[src/rtl/debug_uart_rx.sv]
// 8N1 UART receiver with a first-word-fall-through byte FIFO on a valid/ready output.
// Framing errors and FIFO overruns are reported as single-cycle pulses.
module debug_uart_rx #(
    parameter int unsigned CLKS_PER_BIT    = 1085,
    parameter int unsigned FIFO_DEPTH_LOG2 = 2
) (
    input  logic       clk,
    input  logic       rst,
    input  logic       rxd,
    output logic [7:0] dout,
    output logic       dout_valid,
    input  logic       dout_ready,
    output logic       frame_err,
    output logic       overrun,
    output logic       busy
);

    localparam int unsigned MID   = CLKS_PER_BIT / 2;
    localparam int unsigned CW    = (CLKS_PER_BIT > 1) ? $clog2(CLKS_PER_BIT) : 1;
    localparam int unsigned DEPTH = 1 << FIFO_DEPTH_LOG2;
    localparam int unsigned PW    = FIFO_DEPTH_LOG2;

    localparam logic [CW-1:0] CNT_MID_M1 = CW'(MID - 1);
    localparam logic [CW-1:0] CNT_MID    = CW'(MID);
    localparam logic [CW-1:0] CNT_DECIDE = CW'(MID + 1);
    localparam logic [CW-1:0] CNT_LAST   = CW'(CLKS_PER_BIT - 1);
    localparam logic [PW:0]   CNT_FULL   = (PW + 1)'(DEPTH);

    typedef enum logic [1:0] {
        S_IDLE,
        S_START,
        S_DATA,
        S_STOP
    } state_t;

    state_t        state_q, state_d;
    logic [CW-1:0] cnt_q, cnt_d;
    logic [2:0]    bit_idx_q, bit_idx_d;
    logic [1:0]    smp_q, smp_d;
    logic [7:0]    shift_q, shift_d;
    logic          sync1_q, rxs_q, prev_q;
    logic          busy_q;
    logic          frame_err_q, frame_err_d;
    logic          overrun_q, overrun_d;

    logic [7:0]    mem_q [DEPTH];
    logic [PW-1:0] wr_ptr_q, wr_ptr_d;
    logic [PW-1:0] rd_ptr_q, rd_ptr_d;
    logic [PW:0]   count_q, count_d;

    logic fall;
    logic vote;
    logic push;
    logic pop;
    logic full;
    logic push_ok;

    // rxd synchronizer plus previous-sample flop; all reset high so reset never looks like a start edge
    always_ff @(posedge clk) begin
        if (rst) begin
            sync1_q <= 1'b1;
            rxs_q   <= 1'b1;
            prev_q  <= 1'b1;
        end else begin
            sync1_q <= rxd;
            rxs_q   <= sync1_q;
            prev_q  <= rxs_q;
        end
    end

    assign fall = prev_q & ~rxs_q;
    assign vote = (smp_q[0] & smp_q[1]) | (smp_q[0] & rxs_q) | (smp_q[1] & rxs_q);

    always_ff @(posedge clk) begin
        if (rst) begin
            state_q     <= S_IDLE;
            cnt_q       <= '0;
            bit_idx_q   <= '0;
            smp_q       <= '1;
            shift_q     <= '0;
            busy_q      <= 1'b0;
            frame_err_q <= 1'b0;
            overrun_q   <= 1'b0;
        end else begin
            state_q     <= state_d;
            cnt_q       <= cnt_d;
            bit_idx_q   <= bit_idx_d;
            smp_q       <= smp_d;
            shift_q     <= shift_d;
            busy_q      <= (state_d != S_IDLE);
            frame_err_q <= frame_err_d;
            overrun_q   <= overrun_d;
        end
    end

    always_comb begin
        state_d     = state_q;
        cnt_d       = cnt_q + CW'(1);
        bit_idx_d   = bit_idx_q;
        smp_d       = smp_q;
        shift_d     = shift_q;
        push        = 1'b0;
        frame_err_d = 1'b0;

        if (state_q != S_IDLE) begin
            if (cnt_q == CNT_MID_M1) smp_d[0] = rxs_q;
            if (cnt_q == CNT_MID)    smp_d[1] = rxs_q;
        end

        unique case (state_q)
            S_IDLE: begin
                cnt_d = '0;
                if (fall) state_d = S_START;
            end
            S_START: begin
                if (cnt_q == CNT_DECIDE && vote) begin
                    state_d = S_IDLE;
                    cnt_d   = '0;
                end else if (cnt_q == CNT_LAST) begin
                    state_d   = S_DATA;
                    cnt_d     = '0;
                    bit_idx_d = '0;
                end
            end
            S_DATA: begin
                if (cnt_q == CNT_DECIDE) shift_d[bit_idx_q] = vote;
                if (cnt_q == CNT_LAST) begin
                    cnt_d = '0;
                    if (bit_idx_q == 3'd7) state_d = S_STOP;
                    else                   bit_idx_d = bit_idx_q + 3'd1;
                end
            end
            S_STOP: begin
                // Leave at the stop-bit decision so a following start edge is never missed
                if (cnt_q == CNT_DECIDE) begin
                    if (vote) push = 1'b1;
                    else      frame_err_d = 1'b1;
                    state_d = S_IDLE;
                    cnt_d   = '0;
                end
            end
            default: begin
                state_d = S_IDLE;
                cnt_d   = '0;
            end
        endcase
    end

    assign full      = (count_q == CNT_FULL);
    assign pop       = (count_q != '0) & dout_ready;
    assign push_ok   = push & (~full | pop);
    assign overrun_d = push & full & ~pop;

    always_comb begin
        wr_ptr_d = wr_ptr_q;
        rd_ptr_d = rd_ptr_q;
        count_d  = count_q;
        if (push_ok) wr_ptr_d = wr_ptr_q + PW'(1);
        if (pop)     rd_ptr_d = rd_ptr_q + PW'(1);
        unique case ({push_ok, pop})
            2'b10:   count_d = count_q + (PW + 1)'(1);
            2'b01:   count_d = count_q - (PW + 1)'(1);
            default: count_d = count_q;
        endcase
    end

    always_ff @(posedge clk) begin
        if (rst) begin
            for (int unsigned i = 0; i < DEPTH; i++) mem_q[i] <= '0;
            wr_ptr_q <= '0;
            rd_ptr_q <= '0;
            count_q  <= '0;
        end else begin
            if (push_ok) mem_q[wr_ptr_q] <= shift_q;
            wr_ptr_q <= wr_ptr_d;
            rd_ptr_q <= rd_ptr_d;
            count_q  <= count_d;
        end
    end

    assign dout       = mem_q[rd_ptr_q];
    assign dout_valid = (count_q != '0);
    assign frame_err  = frame_err_q;
    assign overrun    = overrun_q;
    assign busy       = busy_q;

endmodule

[config.mk]
export PLATFORM = sky130hd
export DESIGN_NAME = debug_uart_rx
export DESIGN_NICKNAME = d
export VERILOG_FILES = /design/src/rtl/debug_uart_rx.sv
export SDC_FILE = /design/constraint.sdc
export NUM_CORES = 1
export LEC_CHECK = 0
export CAP_MARGIN = 5
export CELL_PAD_IN_SITES_DETAIL_PLACEMENT = 0
export CELL_PAD_IN_SITES_GLOBAL_PLACEMENT = 2
export CORE_MARGIN = 10
export CORE_UTILIZATION = 40
export DETAILED_ROUTE_END_ITERATION = 6
export GPL_ROUTABILITY_DRIVEN = 0
export GPL_TIMING_DRIVEN = 1
export PLACE_DENSITY = 0.87
export SYNTH_ARGS = -nofsm -noshare
export SYNTH_HDL_FRONTEND = slang
export SYNTH_SLANG_ARGS = --single-unit
[constraint.sdc]
create_clock -name clk -period 3 [get_ports clk]
set_input_delay 0.6 -clock clk [delete_from_list [all_inputs] [get_ports clk]]
set_output_delay 0.6 -clock clk [all_outputs]
set_load 0.02 [all_outputs]
=== Yosys cells after proc, flatten, opt, wreduce, memory -nomap -nowiden ===
Memory sizes are Yosys's and may differ from the RTL's. A register that Yosys moved wholly into a read port is not among the register bits.
Index checks and enable logic that the tools add are counted.

* Register bits after elaboration: 39
* Bits in writable memories: 32
* Memories kept: 1
* Output and inout port bits: 12
* Word-level logic and storage cells: 103

{| class="wikitable"
|+ Memory list
! name !! words !! bits a word !! read ports !! clocked after memory_dff !! write ports !! line !! source
|-
| mem_q || 4 || 8 || 1 || 1 || 4 || 46 || <nowiki>logic [7:0] mem_q [DEPTH];</nowiki>
|}

* $lt $le $gt $ge: 2
* Bitwise operators: 16
* Equality and inequality tests: 15
* Muxes and demuxes: 34
* $add $sub $neg: 6
* Reduce and logical (&&, ||, !) cells: 14

{| class="wikitable"
|+ Operators with widths
! kind !! number
|-
| one-hot mux 11 bit (4 select lines) || 1
|-
| == test 11 x 10 -> 1 bit (second input constant) || 3
|-
| 2-to-1 mux 11 bit || 3
|-
| 2-to-1 mux 2 bit || 9
|-
| 2-to-1 mux 3 bit || 4
|-
| one-hot mux 3 bit (2 select lines) || 2
|-
| adder 11 x 1 -> 11 bit (second input constant) || 1
|-
| == test 11 bit (second input constant) || 1
|-
| 2-to-1 mux 1 bit || 11
|-
| bitwise AND 1 bit || 8
|-
| bitwise mux 8 bit || 1
|-
| 2-to-1 mux 8 bit || 1
|-
| != test 2 bit (second input constant) || 4
|-
| one-hot mux 2 bit (4 select lines) || 1
|-
| nonzero test 2 bit || 4
|-
| OR reduction 8 bit || 1
|-
| adder 3 x 1 -> 3 bit (second input constant) || 2
|-
| == test 2 bit (second input constant) || 3
|-
| == test 3 bit (second input constant) || 2
|-
| AND reduction 2 bit || 3
|-
| inverter 1 bit || 5
|-
| AND reduction 5 bit || 1
|-
| adder 2 x 1 -> 2 bit (second input constant) || 2
|-
| == test 2 x 1 -> 1 bit (second input constant) || 2
|-
| other kinds (9) || 12
|}

=== Depth between registers and ports, before layout ===
Gate-level depths: netlist (run 1).

* Depth after elaboration: 12
* Gate-level depth with buffers: 9
* Depth with buffers taken out: 9

=== Least setup slack after synthesis (run 1) ===
OpenSTA, ideal clock, no wires.

* Path kind: register to register
* Start: register cnt_q[7]
* End: memory mem_q[2][0], enable pin
* Data required time: 2613 ps
* Path slack: 403 ps
* Stages on the path, launching flop included: 6
* Data arrival time: 2210 ps
* Buffers on the path: 1
* Library setup time: 387 ps
* Path through: dfxtp_1 > or4b_1 > buf_2 > nor4_4 > nand3_1 > o31ai_1

{| class="wikitable"
|+ RTL lines
! item !! line !! source
|-
| start: declaration || 37 || <nowiki>logic [CW-1:0] cnt_q, cnt_d;</nowiki>
|-
| start signal: assignment || 86 || <nowiki>cnt_q <= cnt_d;</nowiki>
|-
| end: declaration || 46 ||
|}

==> metrics.txt, run 1 <==
status completed; arrival time at the worst endpoint 2.14 ns; final hold slack 0.411 ns; list of most frequent post-synthesis cells dfxtp_1 (41), nor2_1 (34), edfxtp_1 (32); Data required, critical path 2.40 ns; Worst-Margin Slew 1.12 ns; Leakage Power 1.41 nW; vias 2195; number of antenna violations at the first check in global routing 0; top cell type's share of synthesized area 0.290; initial core utilization 0.407; placed inst area 0.00366 mm2; total wire length 6190 um; Mapped Cells 301; DIE AREA 0.0123 mm2; average cell area after synthesis 11.0 um2; worst voltage drop across the vdd grid 307 uV; NumNets Final 341; final count of hold timing violations 0; # rows 33; x dimension of the die 111 um; Ports 16; CP endpoint kind output pin; net count after synthesis 312; top-count cell post-synth dfxtp_1; fraction of the cycle the final worst path needs 0.913; share of the synthesized area in compound gates (AO/OA/AOI/OAI) 0.0453; worst-case headroom to the max-slew limit 0.244; fraction of layout instances using a drive strength above 1 0.152; number of global-route vias before repair 2155; maximum level of the CTS H-tree 3; Setup Viol. Count Final 0; drc violations 0; Critical Path Fanout Max 8; largest family of logic cells by synthesized area simple AND/OR/NAND/NOR gates; post-cts resize count 0; Main synth FF type dfxtp_1; TritonCTS clock tree built; final slew viol count 0; chip height 111 um; Remaining Overflow, GRT 0; Async SR Flop Fraction 0; sort of element at the start of the critical path register; synth warn 0; # fillers 750; synthesized-area fraction occupied by xor and xnor cells 0.0344; area share of fa/ha/maj cells after synthesis 0.0321; worst setup skew after layout 0.00831 ns; number of DRC violations after detailed-routing iteration 0 87; type of the worst setup path register to output pin; post-synthesis share of cell area spent on and, or, nand and nor gates 0.237; number of vias per cell 4.99; final critical-path required period 2.74 ns; Antenna Violating Nets Remaining 0; synthesized cell area 0.00331 mm2; clk_lat worst skew 0.34 ns; Yosys top cell by area edfxtp_1; aggregate negative setup slack 0 ns; unrepaired setup endpoints after global routing no; number of cells in the design after placement 424; share of synthesized area occupied by flip-flops and latches 0.538; number of max-capacitance violations reported 0; P&R area growth vs syn 16.5%; total routing usage reported by global routing 0.105; maximum number of pins on one net before global-route repair 16; TritonRoute pass-1 iters 4; Clock Root Buffer clkbuf_8; flop and latch count out of synthesis 73; Yosys cell types 49; Achievable Freq 365 MHz; worst hold path type register to register; half-perimeter wire length of the detailed placement result 4580 um; number of hold buffers added after cts 0; power per standard cell area 592 mW/mm2; portion of netlist area occupied by mux cells 0.0857; diode insertion count for antenna repair 0; number of sinks driven by the clock tree 73; number of standard cells in the final layout excluding fillers 440; Port Buf Inserts 15; final non-filler cell area 0.00386 mm2; post-DR wirelength/cell 14.1 um; buffers from clock root to sink, at most 2; clock buffers created by TritonCTS 9; global-route wire length before repair 10800 um; setup fix buffers added after clock tree synthesis 0; number of enable flip-flop cells after synthesis 32; biggest area contributors in the synthesized netlist edfxtp_1 (29%), dfxtp_1 (25%), mux4_2 (5.4%); Core Box Area 0.00813 mm2; clock-pin slew on the worst setup and hold paths 0.08 ns
-- critical path, cell delays in order (launching register included) --
cell	delay, ns
dfxtp_1	0.67
mux4_2	0.57
clkdlybuf4s50_1	0.55
-- cell type report --
type | count | area, um2 | share of cell area
sequential | 73 | 1780 | 0.461
multi-input combinational | 205 | 1440 | 0.373
timing repair buffer | 30 | 263 | 0.0680
clock buffer | 12 | 155 | 0.0402
tap | 105 | 131 | 0.0340
clock inverter | 4 | 51.3 | 0.0133
inverter | 11 | 41.3 | 0.0107
-- final timing paths --
kind / startpoint / end / slack (ns) / cells after the start
hold / removal: sync1_q$_SDFF_PP1_ / rxs_q$_SDFF_PP1_ / 0.41 / 1
hold reg to reg: sync1_q$_SDFF_PP1_ / rxs_q$_SDFF_PP1_ / 0.41 / 1
setup reg to reg: cnt_q[7]$_SDFF_PP0_ / mem_q[1][4]$_SDFFCE_PN0P_ / 0.29 / 4
setup / recovery: register / dout[4] / 0.26 / 2
-- sequential cells by signal (all words and copies together) (netlist names), named ones only --
signal	flops
bit_idx_q	3
busy	1
cnt_q	11
count_q	3
frame_err	1
mem_q	32
overrun	1
prev_q	1
rd_ptr_q	2
rxs_q	1
shift_q	8
smp_q	2
state_q	2
sync1_q	1
wr_ptr_q	2
-- stage by stage --
stage | utilization | setup WS, ns | power, mW
floorplan | - | 0.403 | 1.39
global placement | 0.449 | 0.305 | 1.52
detailed placement | 0.449 | 0.268 | 1.53
CTS | 0.475 | 0.170 | 2.32
global route | 0.475 | 0.0927 | 2.39
finish | 0.475 | 0.260 | 2.29
-- where the power goes --
group | internal, mW | switching, mW | total (mW)
Clock | 0.430 | 0.368 | 0.798
Sequential | 1.08 | 0.0535 | 1.13
Combinational | 0.193 | 0.163 | 0.356
Total | 1.70 | 0.584 | 2.29
-- layout by cell type (no fill, tap or decap), types with 3 or more instances in the layout --
cell,synthesis,routed
and3_1,13,13
buf_4,1,15
nor2_1,34,34
nand2_1,27,27
dfxtp_1,41,41
mux2i_1,7,7
clkdlybuf4s50_1,0,15
mux2_2,3,3
and2_1,25,25
inv_1,11,11
or2_2,3,3
clkbuf_8,0,11
nor3b_1,3,3
o21ai_0,5,5
mux4_2,8,8
xnor2_1,6,6
a21oi_1,9,9
nand3_1,4,4
ha_1,6,6
nor3_1,4,4
xor2_1,7,7
edfxtp_1,32,32
nand4_1,5,5
or3_1,3,3
-- metal layers --
layer,part of all wire,track usage
met1,0.49,0.132
met2,0.47,0.164
met3,0.037,0.0395
met4,0.011,0.0334
met5,0,0
-- cell families (layout without fill, tap and decap cells) --
logic type,Yosys count,count (layout)
buffers and inverters,23,57
xor gates and xnor gates,13,13
muxes,18,18
and+or+nand+nor,142,142
AOI/OAI and AO/OA,24,24
DFF,73,73
adders and majority gates,8,8
No activity file was read; power rests on OpenSTA's default activity.
==> run 2, diff against run 1 <==
--- a/config.mk
+++ b/config.mk
@@ -14,6 +14,7 @@
 export GPL_ROUTABILITY_DRIVEN = 0
 export GPL_TIMING_DRIVEN = 1
 export PLACE_DENSITY = 0.87
+export SKIP_CTS_REPAIR_TIMING = 1
 export SYNTH_ARGS = -nofsm -noshare
 export SYNTH_HDL_FRONTEND = slang
 export SYNTH_SLANG_ARGS = --single-unit
==> constraint.sdc (replaced) <==
create_clock -name clk -period 2.8 [get_ports clk]
set_input_delay 0.56 -clock clk [delete_from_list [all_inputs] [get_ports clk]]
set_output_delay 0.56 -clock clk [all_outputs]
set_load 0.02 [all_outputs]
==> metrics.txt, run 2 (synthesis results as in run 1) <==
status completed (unchanged); worst setup skew after layout 0.0109 ns (was 0.00831 ns); maximum number of pins on one net before global-route repair 16 (unchanged); DIE AREA 0.0123 mm2 (unchanged); total wire length 6060 um (was 6190 um); number of global-route vias before repair 2168 (was 2155); Worst-Margin Slew 0.690 ns (was 1.12 ns); final slew viol count 0 (unchanged); Setup Viol. Count Final 0 (unchanged); fraction of the cycle the final worst path needs 0.890; initial core utilization 0.407 (unchanged); Critical Path Fanout Max 8 (unchanged); maximum level of the CTS H-tree 3 (unchanged); worst-path cell chain buf_4 -> mux4_2 -> clkdlybuf4s50_1 (was mux4_2 -> clkdlybuf4s50_1); final count of hold timing violations 0 (unchanged); Ports 16 (unchanged); Largest stage delay, worst path 0.56 ns (was 0.67 ns); launching point of the worst reg2reg path cnt_q[6]$_SDFF_PP0_ (was cnt_q[7]$_SDFF_PP0_); number of antenna violations at the first check in global routing 0 (unchanged); Achievable Freq 401 MHz; power per standard cell area 629 mW/mm2 (was 592 mW/mm2); arrival time at the worst endpoint 1.93 ns (was 2.14 ns); global-route wire length before repair 10400 um (was 10800 um); buffers from clock root to sink, at most 2 (unchanged); drc violations 0 (unchanged); TritonCTS clock tree built (unchanged); commonest non-fill, non-tap cells in the layout dfxtp_1 (41), nor2_1 (34), edfxtp_1 (32), nand2_1 (27), and2_1 (25) (unchanged); worst hold path type register to register (unchanged); # fillers 759 (was 750); worst-case headroom to the max-slew limit 0.528 (was 0.244); Remaining Overflow, GRT 0 (unchanged); Antenna Violating Nets Remaining 0 (unchanged); total design power 2.41 mW (was 2.29 mW); clock-pin slew on the worst setup and hold paths 0.08 ns (about the same); half-perimeter wire length of the detailed placement result 4420 um (was 4580 um); # rows 33 (unchanged); diode insertion count for antenna repair 0 (unchanged); Port Buf Inserts 15 (unchanged); NumNets Final 339 (was 341); TritonRoute pass-1 iters 4 (unchanged); Data required, critical path 2.24 ns (was 2.40 ns); clock buffers created by TritonCTS 9 (unchanged); chip height 111 um (unchanged); number of standard cells in the final layout excluding fillers 438 (was 440); worst-case register-to-register setup slack 0.38 ns (was 0.29 ns); register ranked first by flip-flop count mem_q (unchanged); CP endpoint kind output pin (unchanged); hold path startpoint sync1_q$_SDFF_PP1_ (unchanged); unrepaired setup endpoints after global routing no (unchanged); clk_lat worst skew 0.34 ns (about the same); Hold Path Depth 1 (unchanged); number of cells in the design after placement 422 (was 424); reg-to-reg endpoint count_q[2]$_SDFFE_PP0P_ (was mem_q[1][4]$_SDFFCE_PN0P_); sort of element at the start of the critical path register (unchanged); x dimension of the die 111 um (unchanged); fraction of layout instances using a drive strength above 1 0.144 (was 0.152); largest registers mem_q (32), cnt_q (11), shift_q (8) (unchanged); type of the worst setup path register to output pin (unchanged); Core Util, Final 0.471 (was 0.475); leading cell type in the layout, fill and taps excluded dfxtp_1 (unchanged); number of max-capacitance violations reported 0 (unchanged); vias 2209 (was 2195); worst voltage drop across the vdd grid 283 uV (was 307 uV); P&R area growth vs syn 15.5% (was 16.5%); post-DR wirelength/cell 13.8 um (was 14.1 um); final hold slack 0.416 ns (was 0.411 ns); depth of the worst register-to-register path 8 (was 4); Clock Root Buffer clkbuf_8 (unchanged); Core Box Area 0.00813 mm2 (unchanged); number of DRC violations after detailed-routing iteration 0 50 (was 87); max reg flops 32 (unchanged); Critical-path top delay cell clkdlybuf4s50_1 (was dfxtp_1); Hold EP rxs_q$_SDFF_PP1_ (unchanged); Leakage Power 1.39 nW (was 1.41 nW); final critical-path required period 2.49 ns; number of vias per cell 5.04 (was 4.99); aggregate negative setup slack 0 ns (unchanged); total routing usage reported by global routing 0.102 (was 0.105); number of sinks driven by the clock tree 73 (unchanged)
run 2: how the worst max path moves through the flow:
stage | startpoint | slack, ns | cells past startpoint | end
floorplan | cnt_q[7]$_SDFF_PP0_ | 0.20 | 5 | mem_q[2][0]$_SDFFCE_PN0P_
global placement | dout_ready | 0.20 | 5 | mem_q[0][5]$_SDFFCE_PN0P_
detailed placement | dout_ready | 0.18 | 5 | mem_q[0][4]$_SDFFCE_PN0P_
CTS | register | 0.28 | 3 | dout[4]
global route | register | 0.23 | 3 | dout[1]
finish | register | 0.31 | 3 | dout[4]
run 2: power by group:
part	internal (mW)	switching [mW]
registers	1.16	0.0298
clock network	0.411	0.387
logic	0.216	0.206
run 2: metrics by stage:
step / area [um2] / setup WS (ns)
2_1_floorplan: 3310 / 0.203
3_3_place_gp: 3640 / 0.198
3_5_place_dp: 3640 / 0.177
4_1_cts: 3830 / 0.276
5_1_grt: 3830 / 0.225
6_report: 3830 / 0.307
run 2: area by class of cell:
class	instances	area (um2)	area share
Clock buffer	11	131	0.0343
Clock inverter	5	56.3	0.0147
Inverter	11	41.3	0.0108
Multi-Input combinational cell	205	1440	0.376
Sequential cell	73	1780	0.465
Tap cell	105	131	0.0343
Timing Repair Buffer	28	248	0.0647
run 2: metal layers:
layer,up-vias,track usage,share of wire
met1,1051,0.122,0.48
met3,8,0.0271,0.029
met4,0,0.0463,0.016
li1,1128,-,-
met5,-,0,0
met2,22,0.165,0.48
run 2: worst max-delay path: cells and delay by family (launching register included):
family	cells	cell delay, ns
buf+inv	2	0.76
mux	1	0.52
flops	1	0.31
